`src/rtl/uart_tx_arb.sv`:
```
// rtl/uart_tx_arb.sv - round-robin arbiter with packet lock in front of a UART transmitter
//
// Grants one of NREQ byte requesters to a single UART transmitter. While idle,
// the next requester is chosen round-robin, starting one past the last granted
// index. A byte with last=0 locks the transmitter to its requester until that
// requester sends a byte with last=1. Each byte is launched with a one-cycle
// tx_start once the transmitter is free. The transmitter must raise tx_busy
// within BUSY_TIMEOUT cycles, otherwise tx_timeout pulses and the arbiter
// returns to idle.
//
// Ports:
//   clk        rising-edge clock
//   rstn       asynchronous active-low reset
//   req_valid  [NREQ]    requester i has a byte pending
//   req_data   [8*NREQ]  byte of requester i in bits [8i+7:8i]
//   req_last   [NREQ]    byte is the final one of requester i's packet
//   req_ready  [NREQ]    one-cycle pulse, byte of requester i accepted
//   grant      [NREQ]    one-hot owner of the transmitter, 0 when idle
//   tx_data    [8]       byte to the transmitter
//   tx_start   one-cycle start pulse to the transmitter
//   tx_busy    transmitter busy
//   tx_timeout one-cycle pulse, tx_busy never rose after tx_start
module uart_tx_arb #(
  parameter int NREQ         = 4,
  parameter int BUSY_TIMEOUT = 16
) (
  input  logic              clk,
  input  logic              rstn,
  input  logic [NREQ-1:0]   req_valid,
  input  logic [8*NREQ-1:0] req_data,
  input  logic [NREQ-1:0]   req_last,
  output logic [NREQ-1:0]   req_ready,
  output logic [NREQ-1:0]   grant,
  output logic [7:0]        tx_data,
  output logic              tx_start,
  input  logic              tx_busy,
  output logic              tx_timeout
);

  localparam int IW = $clog2(NREQ);
  localparam int CW = $clog2(BUSY_TIMEOUT);

  typedef enum logic [1:0] {IDLE, LAUNCH, WAIT_BUSY, WAIT_DONE} state_t;

  state_t          state, state_d;
  logic [CW-1:0]   cnt, cnt_d;
  logic [IW-1:0]   rr_ptr, rr_ptr_d;
  logic [IW-1:0]   gidx, gidx_d;
  logic [IW-1:0]   lock_owner, lock_owner_d;
  logic            lock, lock_d;
  logic            last_q, last_d;
  logic [NREQ-1:0] req_ready_d, grant_d;
  logic [7:0]      tx_data_d;
  logic            tx_start_d, tx_timeout_d;
  logic            fin;
  logic            sel_found;
  logic [IW-1:0]   sel_idx, cand;

  function automatic logic [IW-1:0] wrap_idx(input logic [IW-1:0] base, input int off);
    int s;
    s = int'(base) + off;
    if (s >= NREQ) s = s - NREQ;
    return s[IW-1:0];
  endfunction

  // Candidate selection: the lock owner alone when locked, otherwise the
  // first valid requester scanning circularly from rr_ptr+1.
  always_comb begin
    sel_found = 1'b0;
    sel_idx   = '0;
    cand      = '0;
    if (lock) begin
      sel_found = req_valid[lock_owner];
      sel_idx   = lock_owner;
    end else begin
      for (int off = 1; off <= NREQ; off++) begin
        cand = wrap_idx(rr_ptr, off);
        if (!sel_found && req_valid[cand]) begin
          sel_found = 1'b1;
          sel_idx   = cand;
        end
      end
    end
  end

  always_comb begin
    state_d      = state;
    cnt_d        = cnt;
    rr_ptr_d     = rr_ptr;
    gidx_d       = gidx;
    lock_d       = lock;
    lock_owner_d = lock_owner;
    last_d       = last_q;
    req_ready_d  = '0;
    grant_d      = grant;
    tx_data_d    = tx_data;
    tx_start_d   = 1'b0;
    tx_timeout_d = 1'b0;
    fin          = 1'b0;
    case (state)
      IDLE: begin
        if (sel_found) begin
          tx_data_d   = req_data[{sel_idx, 3'b000} +: 8];
          grant_d     = NREQ'(1) << sel_idx;
          req_ready_d = NREQ'(1) << sel_idx;
          gidx_d      = sel_idx;
          last_d      = req_last[sel_idx];
          state_d     = LAUNCH;
        end
      end
      LAUNCH: begin
        // A transmitter still busy with a previous byte holds the launch.
        if (!tx_busy) begin
          tx_start_d = 1'b1;
          cnt_d      = '0;
          state_d    = WAIT_BUSY;
        end
      end
      WAIT_BUSY: begin
        if (tx_busy) begin
          state_d = WAIT_DONE;
        end else if (cnt == CW'(BUSY_TIMEOUT - 1)) begin
          tx_timeout_d = 1'b1;
          fin          = 1'b1;
        end else begin
          cnt_d = cnt + 1'b1;
        end
      end
      WAIT_DONE: begin
        if (!tx_busy) fin = 1'b1;
      end
      default: state_d = IDLE;
    endcase
    // Byte finished (or abandoned on timeout): release the transmitter and
    // update round-robin pointer and packet lock from the granted byte.
    if (fin) begin
      state_d      = IDLE;
      grant_d      = '0;
      rr_ptr_d     = gidx;
      lock_d       = !last_q;
      lock_owner_d = gidx;
    end
  end

  always_ff @(posedge clk or negedge rstn) begin
    if (!rstn) begin
      state      <= IDLE;
      cnt        <= '0;
      rr_ptr     <= IW'(NREQ - 1);
      gidx       <= '0;
      lock       <= 1'b0;
      lock_owner <= '0;
      last_q     <= 1'b0;
      req_ready  <= '0;
      grant      <= '0;
      tx_data    <= '0;
      tx_start   <= 1'b0;
      tx_timeout <= 1'b0;
    end else begin
      state      <= state_d;
      cnt        <= cnt_d;
      rr_ptr     <= rr_ptr_d;
      gidx       <= gidx_d;
      lock       <= lock_d;
      lock_owner <= lock_owner_d;
      last_q     <= last_d;
      req_ready  <= req_ready_d;
      grant      <= grant_d;
      tx_data    <= tx_data_d;
      tx_start   <= tx_start_d;
      tx_timeout <= tx_timeout_d;
    end
  end

endmodule
```
`config.mk`:
```
export PLATFORM = sky130hd
export DESIGN_NAME = uart_tx_arb
export DESIGN_NICKNAME = d
export VERILOG_FILES = /design/src/rtl/uart_tx_arb.sv
export SDC_FILE = /design/constraint.sdc
export NUM_CORES = 1
export LEC_CHECK = 0
export ABC_CLOCK_PERIOD_IN_PS = 2500
export BUFFER_PORTS_ARGS = -buffer_cell sky130_fd_sc_hd__buf_4
export CORE_UTILIZATION = 50
export DETAILED_ROUTE_END_ITERATION = 10
export MAX_ROUTING_LAYER = met4
export PLACE_DENSITY = 0.77
export SLEW_MARGIN = 20
export SYNTH_ARGS = -nofsm -noshare
export SYNTH_HDL_FRONTEND = slang
export SYNTH_SLANG_ARGS = --single-unit
export TNS_END_PERCENT = 30
```
`constraint.sdc`:
```
create_clock -name clk -period 2.5 [get_ports clk]
set_clock_uncertainty 0.05 [all_clocks]
set_input_delay 0.125 -clock clk [delete_from_list [all_inputs] [get_ports clk]]
set_output_delay 0.125 -clock clk [all_outputs]
set_load 0.005 [all_outputs]
```
==> results.yml <==
global_route:
  first_global_vias: 1647
  antenna_found_initial: 0
  grt_usage_pct: 25.5
  grt_pass1_wl_um: 7760
  grt_start_max_net_pins: 33
  grt-ovfl-total: 0
power_and_ir_drop:
  cell_internal_pwr_mw: 1.82
  pwr-share-comb_pct: 53.5
  cellPowerDensity_nw_per_um2: 1200
  p_seq_share_pct: 30.1
  p_clk_share_pct: 16.4
  leakage_nw: 1.20
  ir_drop_mv: 0.724
  switching_share_pct: 39.1
  power_switching_mw: 1.17
synth:
  synth_top_area_cell: "dfrtp_1"
  synth.top_cell.area_share_pct: 40.5
  syn_nets: 231
  postSynthAreaPerCell_um2: 10.1
  async_flop_share_pct: 100
  synth_cell_types: 43
  synth_edf_count: 0
  netlist_instances: 183
  synth_area_leaders: "dfrtp_1 40%, nor2_1 5.5%, mux2i_1 5.4%"
  syn_area_um2: 1860
  ys_seq_area_share_pct: 43.3
  synth_seq_cells: 32
  yosys_warnings: 0
  ys.flop_type: "dfrtp_1"
critical_path:
  critPathKind: "flop to flop"
  cp-start-kind: "flop"
  required_ns: 2.63
  cp_cell_sequence: "nor2b_1, a211o_1, a221o_1, nand2_2, mux2i_1, a221oi_1"
  cp.arrival_ns: 2.40
  cpMaxStageDelayCell: "dfstp_2"
  cp_top_family: "compound AO/OA/AOI/OAI gates"
  end_kind: "flop"
  path_buf_inv: 0
  max_stage_delay_ns: 0.59
  cp_max_fo: 19
route:
  wl_per_cell_um: 15.3
  viasPerCell: 5.71
  drtPass1Iterations: 4
  antenna_left: 0
  wirelength_um: 4500
  dr_total_vias: 1684
  drcViolationCount: 0
  drtIter0Drc: 104
cts:
  cts_buffers: 5
  h-tree-depth: 2
  cts_sinks: 32
  cts_root_buffer: "clkbuf_8"
  tritoncts: "done"
  cts_setup_buffers: 0
  clkTransAtPathRegs_ns: 0.07
  clk_latency_ns: 0.28
  clock_path_buffers: 2
cells_and_area:
  drive_gt1_share_pct: 37.3
  stdcell_count: 295
  final_nets: 296
  mostFrequentLayoutCells: "68 x buf_4, 30 x dfrtp_1, 27 x nor2_1"
  layout_commonest_cell: "buf_4"
  final_area_um2: 2480
  n_antenna_cell: 0
  syn2layout_area_growth_pct: 33.9
die:
  rows: 21
  die_x_um: 62.9
  die_h_um: 62.9
  start_util_pct: 53.9
  num_io_pins: 61
  core_region_area_um2: 3440
  die_area_um2: 3960
timing:
  whs_ns: 0.126
  rsz0062_at_grt: "no"
  tightest_slew_ns: 0.462
  setup_ws_ns: 0.222
  max_slew_margin_pct: 69.1
  report.final.slew_viol_count: 0
  setup_viol: 0
  final.min_clock_period_ns: 2.28
  setup_tns_ns: 0
  fmax_ghz: 0.439
  period_share_pct: 91.1
  hold_viol: 0
placement:
  hpwl_um: 3330
  gp_congestion: 0.845
  post-place-ws_ns: 0.231
  dpl-instance-area_um2: 2360
  placement.io_buffers: 60
  post-place-cells: 286
job:
  drv_cap: 0
outcome:
  status: "finished clean"
worst_hold_path:
  hold_path.class: "input port to flop"
==> Yosys cell counts (all sizes together) (4+ instances only) <==
cell    number
a22oi        4
buf          7
clkbuf       4
mux2         5
dfrtp       30
nand2       10
mux2i       10
ha           5
a221oi       9
and2         4
a21boi       9
nor2        27
a31oi        9
nor3         4
a21oi        7
inv          7
==> power by group through the flow <==
stage          sequential [mW]  combinational (mW)  clock, mW
2_1_floorplan            0.877                1.13          0
3_3_place_gp             0.887                1.53          0
3_5_place_dp             0.907                1.59          0
4_1_cts                  0.898                1.60      0.499
5_1_grt                  0.926                1.76      0.521
6_report                 0.899                1.59      0.489
==> cells by family after synthesis <==
| kind of cell | after synthesis | share of synthesized area (%) |
|---|---|---|
| muxes | 16 | 9.64 |
| buffers and inverters | 18 | 4.65 |
| and+or+nand+nor | 59 | 15.2 |
| DFF | 32 | 43.3 |
| AOI/OAI and AO/OA | 53 | 23.9 |
| adders and majority gates | 5 | 3.37 |
==> final timing paths <==
kind	start	to	slack (ns)	cells after the start
max in group asynchronous	rstn	rr_ptr[0]	1.82	2
worst min register to register	last_q	lock	0.41	1
min in group asynchronous	rstn	cnt[2]	0.26	2
worst min-delay path	tx_busy	cnt[3]	0.13	4
worst max-delay path	rr_ptr[0]	tx_data[1]	0.22	6
worst max register to register	rr_ptr[0]	tx_data[1]	0.22	6
==> routing by layer <==
| layer | track usage [%] | vias up | part of all wire (%) |
|---|---|---|---|
| met2 | 40.7 | 53 | 49 |
| li1 | - | 803 | - |
| met3 | 5.29 | 6 | 5.0 |
| met1 | 32.7 | 822 | 45 |
| met4 | 6.98 | 0 | 1.2 |
| met5 | - | - | 0 |
==> worst min-delay path: stages <==
cell and delay (ns):
buf_4 0.11, nor2_1 0.05, nor2_1 0.08, nor3_1 0.05
==> flip-flops by register name, indices dropped and copies added (netlist names) <==
signal      flops
tx_start        1
grant           4
last_q          1
state           2
lock            1
rr_ptr          2
tx_data         8
tx_timeout      1
req_ready       4
lock_owner      2
gidx            2
cnt             4
==> area by class of cell <==
cell class / instances / area, µm²
Fill cell: 283 / 957
Inverter: 7 / 26.3
Sequential cell: 32 / 803
Tap cell: 46 / 57.6
Timing Repair Buffer: 69 / 520
Clock buffer: 5 / 68.8
Multi-Input combinational cell: 133 / 966
Clock inverter: 3 / 42.5
==> timing repair <==
action / in CTS / in global routing
hold buffers: 1 / 0
endpoints found under the setup margin: 0 / 0
gates resized for setup: 0 / 0
endpoints found under the hold margin: 30 / 0
==> per-stage QoR <==
step | util [%] | power, mW
6_report | 72.2 | 2.98
5_1_grt | 72.2 | 3.20
4_1_cts | 72.2 | 3.00
3_5_place_dp | 68.7 | 2.49
3_3_place_gp | 68.7 | 2.41
2_1_floorplan | - | 2.01
No activity file was read; power rests on OpenSTA's default activity.
